<file path="config.mk">
export PLATFORM = sky130hd
export DESIGN_NAME = bcd_serial_addsub
export DESIGN_NICKNAME = d
export VERILOG_FILES = /design/src/rtl/bcd_pkg.sv /design/src/rtl/bcd_digit_add.sv /design/src/rtl/bcd_serial_addsub.sv
export SDC_FILE = /design/constraint.sdc
export NUM_CORES = 1
export LEC_CHECK = 0
export BUFFER_PORTS_ARGS = -buffer_cell sky130_fd_sc_hd__buf_2
export CORE_MARGIN = 4
export CORE_UTILIZATION = 54
export DETAILED_ROUTE_END_ITERATION = 10
export PLACE_DENSITY = 0.78
export SLEW_MARGIN = 40
export SYNTH_ARGS = -nofsm -noshare
export SYNTH_HDL_FRONTEND = slang
export SYNTH_HIERARCHICAL = 1
export SYNTH_SLANG_ARGS = --single-unit
</file>
<file path="constraint.sdc">
create_clock -name clk -period 3.4 [get_ports clk]
set_input_delay 0.68 -clock clk [delete_from_list [all_inputs] [get_ports clk]]
set_output_delay 0.68 -clock clk [all_outputs]
set_load 0.02 [all_outputs]
</file>
<file path="src/rtl/bcd_pkg.sv">
// Shared types and constants for the serial packed-BCD adder/subtractor.
package bcd_pkg;

    localparam int unsigned     BCD_W   = 4;
    localparam logic [BCD_W-1:0] BCD_MAX = 4'd9;

    typedef enum logic [1:0] {
        IDLE = 2'd0,
        RUN  = 2'd1,
        DONE = 2'd2
    } state_t;

    // True when a nibble holds a legal decimal digit.
    function automatic logic is_bcd(input logic [BCD_W-1:0] nibble);
        return (nibble <= BCD_MAX);
    endfunction

endpackage

</file>
<file path="src/rtl/bcd_digit_add.sv">
// One decimal digit of add or nine's-complement subtract with decimal correction.
module bcd_digit_add
    import bcd_pkg::*;
(
    input  logic [BCD_W-1:0] a_d,
    input  logic [BCD_W-1:0] b_d,
    input  logic             cin,
    input  logic             sub,
    output logic [BCD_W-1:0] sum_d,
    output logic             cout
);

    logic [BCD_W-1:0] w_b_adj;
    logic [BCD_W:0]   w_s;

    // Nine's-complement B for subtract (mod 16 for illegal digits), then binary sum and >=10 correction.
    always_comb begin
        w_b_adj = sub ? BCD_W'(BCD_MAX - b_d) : b_d;
        w_s     = {1'b0, a_d} + {1'b0, w_b_adj} + {{BCD_W{1'b0}}, cin};
        sum_d   = w_s[BCD_W-1:0];
        cout    = 1'b0;
        if (w_s >= (BCD_W+1)'(10)) begin
            sum_d = BCD_W'(w_s - (BCD_W+1)'(10));
            cout  = 1'b1;
        end
    end

endmodule

</file>
<file path="src/rtl/bcd_serial_addsub.sv">
// Multi-digit packed-BCD adder/subtractor, one digit per clock, LSD first, valid/ready on both sides.
module bcd_serial_addsub
    import bcd_pkg::*;
#(
    parameter int unsigned DIGITS = 4
)
(
    input  logic                      clk,
    input  logic                      rst_n,
    input  logic                      in_valid,
    output logic                      in_ready,
    input  logic [DIGITS*BCD_W-1:0]   a,
    input  logic [DIGITS*BCD_W-1:0]   b,
    input  logic                      sub,
    output logic                      out_valid,
    input  logic                      out_ready,
    output logic [DIGITS*BCD_W-1:0]   result,
    output logic                      cout,
    output logic                      err
);

    localparam int unsigned W     = DIGITS * BCD_W;
    localparam int unsigned IDX_W = (DIGITS > 1) ? $clog2(DIGITS) : 1;
    localparam logic [IDX_W-1:0] LAST_IDX = IDX_W'(DIGITS - 1);

    state_t           r_state;
    state_t           w_state_nxt;
    logic [W-1:0]     r_a;
    logic [W-1:0]     r_b;
    logic [W-1:0]     r_result;
    logic [IDX_W-1:0] r_idx;
    logic             r_sub;
    logic             r_c;
    logic             r_cout;
    logic             r_err;
    logic             r_out_valid;
    logic             r_in_ready;
    logic             w_accept;
    logic             w_step;
    logic             w_last;
    logic             w_err;
    logic [BCD_W-1:0] w_sum;
    logic             w_dcout;

    // Single digit adder fed from the low nibble of the shifting operand registers.
    bcd_digit_add u_digit (
        .a_d   (r_a[BCD_W-1:0]),
        .b_d   (r_b[BCD_W-1:0]),
        .cin   (r_c),
        .sub   (r_sub),
        .sum_d (w_sum),
        .cout  (w_dcout)
    );

    // Flag any illegal nibble in either incoming operand.
    always_comb begin
        w_err = 1'b0;
        for (int unsigned k = 0; k < DIGITS; k++) begin
            if (!is_bcd(a[k*BCD_W +: BCD_W]) || !is_bcd(b[k*BCD_W +: BCD_W])) begin
                w_err = 1'b1;
            end
        end
    end

    // State register.
    always_ff @(posedge clk) begin
        if (!rst_n) begin
            r_state <= IDLE;
        end else begin
            r_state <= w_state_nxt;
        end
    end

    // Next-state and control strobes.
    always_comb begin
        w_state_nxt = r_state;
        w_accept    = 1'b0;
        w_step      = 1'b0;
        w_last      = 1'b0;
        case (r_state)
            IDLE: begin
                if (in_valid) begin
                    w_accept    = 1'b1;
                    w_state_nxt = RUN;
                end
            end
            RUN: begin
                w_step = 1'b1;
                if (r_idx == LAST_IDX) begin
                    w_last      = 1'b1;
                    w_state_nxt = DONE;
                end
            end
            DONE: begin
                if (out_ready) begin
                    w_state_nxt = IDLE;
                end
            end
            default: begin
                w_state_nxt = IDLE;
            end
        endcase
    end

    // Operand capture, serial digit processing and registered outputs.
    always_ff @(posedge clk) begin
        if (!rst_n) begin
            r_a         <= '0;
            r_b         <= '0;
            r_sub       <= 1'b0;
            r_c         <= 1'b0;
            r_idx       <= '0;
            r_result    <= '0;
            r_cout      <= 1'b0;
            r_err       <= 1'b0;
            r_out_valid <= 1'b0;
            r_in_ready  <= 1'b1;
        end else begin
            r_out_valid <= (w_state_nxt == DONE);
            r_in_ready  <= (w_state_nxt == IDLE);
            if (w_accept) begin
                r_a   <= a;
                r_b   <= b;
                r_sub <= sub;
                r_c   <= sub;
                r_idx <= '0;
                r_err <= w_err;
            end
            if (w_step) begin
                r_a   <= r_a >> BCD_W;
                r_b   <= r_b >> BCD_W;
                r_c   <= w_dcout;
                r_idx <= IDX_W'(r_idx + 1'b1);
                r_result[r_idx*BCD_W +: BCD_W] <= w_sum;
                if (w_last) begin
                    r_cout <= r_sub ? ~w_dcout : w_dcout;
                end
            end
        end
    end

    assign in_ready  = r_in_ready;
    assign out_valid = r_out_valid;
    assign result    = r_result;
    assign cout      = r_cout;
    assign err       = r_err;

endmodule

</file>
==> impl_metrics.toml <==
[critical_path]
worst-path-buf-inv = 1
start_kind = "register"
crit_chain = "xor2_1 -> fa_1 -> inv_1 -> fa_1 -> xor2_2 -> ha_1 -> o2111ai_1 -> o211ai_2 -> xor2_1 -> nor2b_1 -> nand4_1 -> a21oi_1"
slowest_stage = "fa_1"
cp.arrival_ps = 3350
setup.worst_path.end_class = "register"
crit_required_ps = 3650
critPathKind = "reg -> reg"
slowest_delay_ps = 460
crit_fanout = 6
crit_family = "adder cells"

[drt]
vias = 2597
drtIter0Drc = 221
drcViolationCount = 0
drtAntennaViolNets = 0
drt-pass1-iter-count = 4
wl_per_cell_um = 13.7
wl_um = 6470
routed_via_density = 5.51

[timing]
rsz0062_at_grt = "no"
tns_ps = 0
slew_headroom = 0.556
setup_viol = 0
min_period_ps = 3100
worstMarginPinSlew_ps = 666
finClkSkew_ps = 8.40
timing.final.crit_share = 0.913
timing.fmax_mhz = 322
hold_viol = 0
slew_violations = 0

[die]
dieArea_um2 = 6790
io_pins = 57
dieHeight_um = 82.4
rows = 26
initial_utilization = 0.570
core_area_um2 = 5240
die_width_um = 82.4

[power_and_ir_drop]
ir_worst_vdd_mv = 0.308
power_mw = 1.83
internal-power_mw = 1.31
combPwrFrac = 0.205
switching_share = 0.286
p_per_area_nw_per_um2 = 538
power.switching_uw = 525
p_clk_frac = 0.383
leakage_nw = 1.41
power_frac_seq = 0.412

[placed_design]
portBuffers = 56
hpwlAfterDp_um = 4490
gp_congestion = 0.782

[synth]
synth_edf_count = 0
synth_area_per_cell_um2 = 8.49
synthesis.area_um2 = 2990
syn_nets = 402
ys_warn_count = 6
ys_types = 48
netlist_instances = 352
ys_seq_area_frac = 0.389
ys_seq_elements = 58
synthFlopType = "dfxtp_1"
synthArstFlopShare = 0

[final_layout]
multi_input_area_um2 = 1610
fin_nets = 446
drive_above_1_share = 0.237
seqCellArea_um2 = 1160
diodes = 0
fill_cells = 461
syn_to_final_growth_pct = 14.1

[cts]
clk_latency_ps = 330
cts-root-buf = "clkbuf_8"
clockBufferDepth = 2
clk_pin_slew_ps = 70
holdBufCountCts = 0
clock_sinks = 58
post_cts_buffers = 0
cts_tree = "yes"
post_cts_resized = 0
cts_buffers = 9
cts_max_level = 3

[worst_hold_path]
hp-class = "reg -> reg"

[outcome]
status = "finished clean"

[global_routing]
grt_max_degree = 53
track_usage = 0.213
grt_pass1_wl_um = 11200
antenna_found_initial = 0
grt_remaining_overflow = 0
grt_pass1_vias = 2509

[flow_run]
maxCapViolCount = 0
power by group through the flow:
stage	clock network (mW)	registers [mW]	logic, mW
finish	0.702	0.757	0.376
floorplan	0	0.768	0.307
global placement	0	0.769	0.359
global route	0.745	0.762	0.423
CTS	0.714	0.756	0.370
detailed placement	0	0.771	0.368
tightest hold or removal path: cells and delay by family, from the launching register on:
kind               cells  cell delay, ps
and+or+nand+nor        1              50
DFF                    1             310
AOI/OAI and AO/OA      1              50
kinds of logic after synthesis:
family,Yosys count,share of synthesized area
simple gates,160,0.245
flops,58,0.389
mux,1,0.00335
buf+inv,35,0.0762
fa+ha+maj,13,0.0595
xor+xnor,6,0.0201
compound gates,79,0.208
routing by layer:
metal	GRT usage	up-vias	wire [um]
met2	0.333	61	3120
met5	0	-	0
li1	-	1321	-
met3	0.0477	10	343
met4	0.108	0	102
met1	0.274	1205	2910
synth_stat cells (3+ instances only):
cell | instances | area, um2
o21ai_0 | 10 | 50.1
ha_1 | 11 | 138
clkbuf_1 | 3 | 11.3
nor2_1 | 28 | 105
nor2b_1 | 7 | 43.8
nand4_1 | 17 | 106
xnor2_1 | 3 | 26.3
nor3b_1 | 4 | 30.0
a311oi_1 | 14 | 123
inv_1 | 9 | 33.8
a311oi_2 | 11 | 165
nand3b_1 | 4 | 30.0
nand2_1 | 89 | 334
buf_2 | 10 | 50.1
buf_8 | 3 | 45.0
a21oi_1 | 30 | 150
dfxtp_1 | 58 | 1160
nand3_1 | 3 | 15.0
buf_6 | 3 | 33.8
state kept, by name, indices dropped and copies added, names as in the netlist:
register   flops
err            1
cout           1
r_state        2
r_c            1
r_b           16
r_a           16
in_ready       1
r_idx          2
out_valid      1
result        16
r_sub          1
path summary, 6_finish.rpt:
| check | startpoint | to | slack (ps) | depth (start not counted) |
|---|---|---|---|---|
| setup / recovery | r_sub | result[9] | 300 | 12 |
| hold / removal | result[4] | result[4] | 450 | 2 |
| hold reg to reg | result[4] | result[4] | 450 | 2 |
| setup reg to reg | r_sub | result[9] | 300 | 12 |
final cells by class:
type / count / area share
Multi-Input combinational cell: 259 / 0.471
Sequential cell: 58 / 0.341
Timing Repair Buffer: 58 / 0.0866
Clock buffer: 11 / 0.0415
Tap cell: 70 / 0.0257
Clock inverter: 5 / 0.0228
Inverter: 10 / 0.0114
cells in the final DEF (no fill, tap or decap), types with 3 or more instances in the layout:
cell type and n:
inv_1 9, a311oi_1 14, nand3b_1 4, nand4_1 17, o21ai_0 10, clkinv_2 3
nor2_1 28, a311oi_2 11, clkbuf_8 10, nand3_1 3, a21oi_1 30, xnor2_1 3
dfxtp_1 58, nor2b_1 6, buf_2 56, nand2_1 89, ha_1 10, nor3b_1 4
metrics by stage:
step | util | setup slack (ps) | cells | hold WS [ps] | area, um2
finish | 0.651 | 297 | 471 | 450 | 3410
global route | 0.651 | 0.338 | 471 | 468 | 3410
CTS | 0.650 | 241 | 471 | 454 | 3400
detailed placement | 0.608 | 292 | 455 | 443 | 3180
global placement | 0.607 | 452 | 455 | 436 | 3180
floorplan | - | 670 | 352 | 437 | 2990
No activity file was read; power rests on OpenSTA's default activity.
